===== src/rtl/adaptive_loop_filter.sv =====
// adaptive_loop_filter: random-walk PLL loop filter with a fast modulus-2**k counter and adaptive k.
// Define ALF_ADAPT_EN to build the slow stage, quiet timer, k adaptation and lock flag.
module adaptive_loop_filter #(
    parameter int MOD_LOG2_MIN  = 2,
    parameter int MOD_LOG2_MAX  = 6,
    parameter int MOD_LOG2_INIT = 4,
    parameter int M_LOG2        = 6,
    parameter int LOCK_CYCLES   = 128,
    parameter int KW            = $clog2(MOD_LOG2_MAX + 1)
) (
    input  logic          clk_i,
    input  logic          reset_i,
    input  logic          forwarding_i,
    input  logic          slowing_i,
    input  logic          freeze_i,
    output logic          positiveShift_o,
    output logic          negativeShift_o,
    output logic [KW-1:0] modLog2_o,
    output logic          locked_o
);
    localparam int NW = MOD_LOG2_MAX + 2;

    if (MOD_LOG2_MIN > MOD_LOG2_INIT || MOD_LOG2_INIT > MOD_LOG2_MAX || M_LOG2 < 1 || LOCK_CYCLES < 2) begin : g_bad_params
        $error("adaptive_loop_filter: inconsistent parameters");
    end

    logic signed [1:0]    step;
    logic signed [NW-1:0] n_q, n_d, n_next, n_lim;
    logic [KW-1:0]        k;
    logic                 pos_q, neg_q, fast_pos, fast_neg, trig, ovf, expire;

    always_comb begin
        step     = freeze_i ? 2'sd0 : (forwarding_i & ~slowing_i) ? 2'sd1 : (slowing_i & ~forwarding_i) ? -2'sd1 : 2'sd0;
        n_next   = n_q + {{(NW-2){step[1]}}, step};
        n_lim    = NW'(1) << k;
        fast_pos = n_next == n_lim;
        fast_neg = n_next == -n_lim;
        trig     = fast_pos | fast_neg;
    end

    // Every k change also clears the fast counter so it always stays inside the new modulus.
    assign n_d = (ovf | trig | expire) ? '0 : n_next;

    always_ff @(posedge clk_i) begin
        if (reset_i) begin
            n_q   <= '0;
            pos_q <= 1'b0;
            neg_q <= 1'b0;
        end else begin
            n_q   <= n_d;
            pos_q <= fast_pos;
            neg_q <= fast_neg;
        end
    end

    assign positiveShift_o = pos_q;
    assign negativeShift_o = neg_q;
    assign modLog2_o       = k;

`ifdef ALF_ADAPT_EN
    localparam int MW = M_LOG2 + 2;
    localparam int QW = $clog2(LOCK_CYCLES);
    localparam logic signed [MW-1:0] M_LIM = MW'(1 << M_LOG2);

    logic signed [MW-1:0] m_q, m_d, m_next;
    logic [QW-1:0]        q_q, q_d;
    logic [KW-1:0]        k_q, k_d;
    logic                 lock_q, lock_d;

    always_comb begin
        m_next = m_q + {{(MW-2){step[1]}}, step};
        ovf    = (m_next == M_LIM) || (m_next == -M_LIM);
        expire = !freeze_i && !trig && !ovf && (q_q == QW'(LOCK_CYCLES - 1));
        m_d    = ovf ? '0 : m_next;
        q_d    = freeze_i ? q_q : (ovf || trig || expire) ? '0 : q_q + 1'b1;
        k_d    = ovf ? ((k_q > KW'(MOD_LOG2_MIN)) ? k_q - 1'b1 : k_q)
               : expire ? ((k_q < KW'(MOD_LOG2_MAX)) ? k_q + 1'b1 : k_q) : k_q;
        lock_d = ovf ? 1'b0 : expire ? 1'b1 : lock_q;
    end

    always_ff @(posedge clk_i) begin
        if (reset_i) begin
            m_q    <= '0;
            q_q    <= '0;
            k_q    <= KW'(MOD_LOG2_INIT);
            lock_q <= 1'b0;
        end else begin
            m_q    <= m_d;
            q_q    <= q_d;
            k_q    <= k_d;
            lock_q <= lock_d;
        end
    end

    assign k        = k_q;
    assign locked_o = lock_q;
`else
    assign k        = KW'(MOD_LOG2_INIT);
    assign ovf      = 1'b0;
    assign expire   = 1'b0;
    assign locked_o = 1'b0;
`endif
endmodule


===== config.mk =====
export PLATFORM = sky130hd
export DESIGN_NAME = adaptive_loop_filter
export DESIGN_NICKNAME = d
export VERILOG_FILES = /design/src/rtl/adaptive_loop_filter.sv
export SDC_FILE = /design/constraint.sdc
export NUM_CORES = 1
export LEC_CHECK = 0
export ABC_AREA = 1
export CORE_AREA = 2 2 40 49
export CTS_CLUSTER_SIZE = 40
export DETAILED_ROUTE_END_ITERATION = 6
export DIE_AREA = 0 0 42 51
export GPL_ROUTABILITY_DRIVEN = 0
export GPL_TIMING_DRIVEN = 1
export PLACE_DENSITY = 0.75
export SETUP_SLACK_MARGIN = 0.15
export SKIP_CTS_REPAIR_TIMING = 1
export SLEW_MARGIN = 30
export SYNTH_ARGS = -nofsm -noshare
export SYNTH_HDL_FRONTEND = slang
export SYNTH_SLANG_ARGS = --single-unit

===== constraint.sdc =====
create_clock -name clk_i -period 6.2 [get_ports clk_i]
set_clock_uncertainty 0.15 [all_clocks]
set_input_delay 1.24 -clock clk_i [delete_from_list [all_inputs] [get_ports clk_i]]
set_output_delay 1.24 -clock clk_i [all_outputs]
set_load 0.01 [all_outputs]

; ---- Yosys cells after proc, flatten, opt, wreduce, memory -nomap -nowiden
; Cells that the tools add are included.
[totals]
in_bits = 5
register_bits = 10
mem_bits_rw = 0
memories = 0
romBits = 0
elab_cells = 15
latchBits = 0
output_inout_bits = 6
[classes]
div = 0
eq_ne = 2
n_reduce_logical = 1
n_bitwise = 5
mux = 3
order_cmp = 0
add_sub_neg = 1
mul = 0
shifts = 0
[ops]
columns = op, n
row1 = 8-bit adder, 1
row2 = "8-bit by 5-bit == test with 1-bit output, second input constant", 1
row3 = "8-bit by 6-bit == test with 1-bit output, second input constant", 1
row4 = 2-bit two-way mux, 3
row5 = 1-bit AND, 2
row6 = 1-bit inverter, 2
row7 = 2-bit OR reduction, 1
row8 = 1-bit bitwise OR, 1

; ---- Logic depth before layout (Yosys ltp)
[depth]
word_depth = 9
ltp_mapped = 18
mapped_depth_nobuf = 18

; ---- Worst setup path before layout
; OpenSTA, ideal clock, no wires.
[synth_path]
path_type = input to register
from = input port forwarding_i
to = register n_q[6]
n_path_buf = 0
cell_stages = 15
setup_ps = 116
arrival_ps = 2886
t_required_ps = 5934
setup_slack_ps = 3049
cell_sequence = inv_1 ha_1 nand3_1 nand2_1 inv_1 ha_1 inv_1 nand2_1 xnor2_1 nor2_1 nand3_2 nor2_1 nand2_2 nand3_4 nor2_1
[synth_via]
elab_chain_len = 9
word_cells_on_any_way = 11
cone_classes = add/sub: 1 / eq/ne: 2 / mux: 3 / bitwise: 4 / reduce/logical: 1
[synth_lines]
columns = element, line_no
row1 = from (decl), 13  ; input logic forwarding_i,
row2 = 1-bit inverter, 33  ; step = freeze_i ? 2'sd0 : (forwarding_i & ~slowing_i) ? 2'sd1 : (slowing_i & ~forwarding_i) ? -2'sd1 : 2'sd0;
row3 = 1-bit AND, 33
row4 = 2-bit two-way mux, 33
row5 = 2-bit two-way mux * (2 in series), 33
row6 = 8-bit adder *, 34  ; n_next = n_q + {{(NW-2){step[1]}}, step};
row7 = 8-bit by 6-bit == test with 1-bit output / 8-bit by 5-bit == test with 1-bit output (equally long branches), "36, 37"
row8 = 1-bit bitwise OR, 38  ; trig = fast_pos | fast_neg;
row9 = 2-bit OR reduction (no line), n/a
row10 = to (signal assigned), 50  ; n_q <= n_d;
row11 = to (decl), 28  ; logic signed [NW-1:0] n_q, n_d, n_next, n_lim;
; Every way passes the cells marked *; elsewhere a longest branch is shown, timed or not.
; A chain may end at the register's enable or synchronous reset.

; ---- Final worst setup path
[layout_path]
from = input port forwarding_i
to = register n_q[7]
; Same word-level chain as after synthesis.

==> metrics.md <==
| Metric | Value |
|---|---|
| Yosys Warn Count | 0 |
| Total GRT Usage | 19.1% |
| Clock latency on the worst-skew pair | 270 ps |
| Fin crit period | 3540 ps |
| Fin. Hold Viols | 0 |
| Post-synth top area share | 21.9% |
| I/O pins | 11 |
| Die X-Extent | 42 microns |
| WL final | 1740 microns |
| Antenna-violating nets left | 0 |
| Ys flop type | dfxtp_1 |
| Worst VDD drop | 170 uV |
| EDFF count, synth | 0 |
| Placement Rows | 17 |
| Most numerous cell in the Yosys netlist | nand2_1 |
| Number of max-cap violations | 0 |
| Post-Synthesis Cell Area | 916 sq um |
| Total CTS buffers | 3 |
| Final Max Slew Viols | 0 |
| Largest net degree at the start of global routing | 11 |
| Dominant cell type by area after synthesis | dfxtp_1 |
| Initial antenna violation count | 0 |
| Setup violations, final | 0 |
| Area delta synth->final | 10.7% |
| Clock-pin slew on the worst setup and hold paths | 60 ps |
| Max Freq | 283 MHz |
| CP max FO | 10 |
| Slowest cell on the critical path | clkdlybuf4s50_1 |
| Nets | 169 |
| Starting density of the core | 53.2% |
| Kind of end point of the critical path | register |
| P_leak | 0.532 nW |
| H-tree Lvls | 1 |
| Final Util | 58.8% |
| Power density over the cells | 186 nW/um^2 |
| Required time of the critical path | 6210 ps |
| Die height | 51 microns |
| Layout cells sized above 1 | 18.8% |
| CP Launch Type | primary input |
| Fin crit share | 57.0% |
| Die area | 2140 sq um |
| Antenna cells | 0 |
| Residual DRC | 0 |
| Drt via density | 4.73 |
| WP data arrival | 3550 ps |
| Place WS | 2380 ps |
| Total grt overflow | 0 |
| Core box area | 1720 sq um |
| RSZ-0062 raised after global routing | false |
| Dpl hpwl | 1470 microns |
| DR iter-0 viols | 9 |
| CTS Buffer Depth | 2 |
| Post-synthesis sequential area ratio | 21.9% |
| CP Class | in2reg |
| Number of fill cells | 155 |
| CP Buf/Inv Count | 4 |
| Synth top area cells | dfxtp_1 (22%), nand2_1 (17%), inv_1 (11%) |
| Crit path largest cell delay | 450 ps |
| Cell variety after synth | 20 |
| Vias | 846 |
| Run status | finished, final reports clean |
| Drt pass-1 iters | 4 |
| #FFs+latches synth | 10 |
| WL/cell | 9.73 microns |
| CP top delay family | simple AND/OR/NAND/NOR gates |
| Clock Tree Root | clkbuf_4 |
| Worst path cell trace | clkdlybuf4s50_1 -> inv_1 -> ha_1 -> nand2_4 -> nand2_1 -> nand2_1 -> inv_1 -> ha_1 -> inv_1 -> nand2_1 -> nand3_1 -> nand3_1 -> nand2_1 -> nand3_2 -> nor2_1 -> nand2_2 -> nand3_4 -> nor2_1 |
| Cells after Synth | 152 |
| Setup TNS Final | 0 ps |
| Port buffer count | 6 |
| CP dominant cell by count | nand2_1 |
| Top cells by count, synth | nand2_1 (42), inv_1 (27), nand3_1 (18), nor2_1 (14), nand2_2 (12) |
| Syn Area/Cell | 6.03 sq um |
| Clock sink total | 10 |
| Seq. cell area | 200 sq um |
| Hold WC Path Type | reg2reg |
| First-pass GRT wire length | 3150 microns |
| TritonCTS clock tree | built |
| Vias in the first global route | 804 |
| Multi-input gate area | 584 sq um |
| Async SR Flop Fraction | 0% |
| Final worst slack | 2660 ps |
==> path summary, 6_finish.rpt <==
kind                start      to  slack (ps)  depth (start not counted)
max          forwarding_i  n_q[7]        2660                         18
min reg2reg        n_q[0]  n_q[0]         460                          3
min                n_q[0]  n_q[0]         460                          3
max reg2reg        n_q[1]  n_q[7]        4150                         14
==> sequential cells by signal, indices dropped and copies added, names as in the netlist <==
name	cells
positiveShift_o	1
negativeShift_o	1
n_q	8
==> logic make-up after synthesis <==
logic type | count (synthesis) | share of synthesized area [%]
compound gates | 5 | 4.51
xor+xnor | 2 | 1.91
fa+ha+maj | 3 | 4.10
buf+inv | 33 | 15.2
flops | 10 | 21.9
other cells | 2 | 0.820
simple gates | 97 | 51.6
==> power by group <==
| part | internal, W | leakage (nW) | switching, W |
|---|---|---|---|
| Clock | 0.0000357 | 0.0210 | 0.0000227 |
| Combinational | 0.0000207 | 0.429 | 0.0000366 |
| Sequential | 0.0000694 | 0.0818 | 0.00000358 |
| Total | 0.000126 | 0.532 | 0.0000629 |
==> cell type report <==
cell class / count / area share [%]
well taps: 19 / 2.35
clock buffers: 4 / 3.58
flip-flops and latches: 10 / 19.8
multi-input cells: 111 / 57.7
inverters: 29 / 10.7
repair buffers: 6 / 5.93
==> worst reg2reg max path, cell delays in order (launching register included) <==
cell and delay [ps]:
dfxtp_1 340, nand3_1 140, nand2_1 140, inv_1 50, ha_1 180, inv_1 50
nand2_1 90, nand3_1 130, nand3_1 70, nand2_1 110, nand3_2 100, nor2_1 130
nand2_2 90, nand3_4 140, nor2_1 50
==> per-stage QoR <==
stage	hold slack, ps	cells	total power, W	instance area [sq um]
after floorplan	416	154	0.000121	923
after CTS	472	179	0.000191	1010
after detailed placement	455	175	0.000132	977
final	461	179	0.000189	1010
after global placement	446	175	0.000130	977
after global routing	537	179	0.000201	1010
==> cell usage in the layout, fill, tap and decap left out <==
cell type,instances
nand2_1,42
inv_1,27
nand3_1,18
nor2_1,14
nand2_2,12
dfxtp_1,10
nor2_2,6
clkdlybuf4s50_1,6
conb_1,4
ha_1,3
clkbuf_4,3
inv_2,2
o21ai_0,2
xnor2_1,2
nand3_2,2
nand2_4,1
o21bai_4,1
nor2_4,1
a21oi_1,1
nand3_4,1
o211ai_1,1
clkbuf_8,1
==> routing by layer <==
metal / routed length [microns] / share of wire, % / track usage [%]
met5: 0 / 0 / 0
met4: 54 / 3.1 / 11.8
met3: 58 / 3.3 / 2.83
met2: 862 / 50 / 35.2
met1: 766 / 44 / 20.2
No activity file was read; power rests on OpenSTA's default activity.
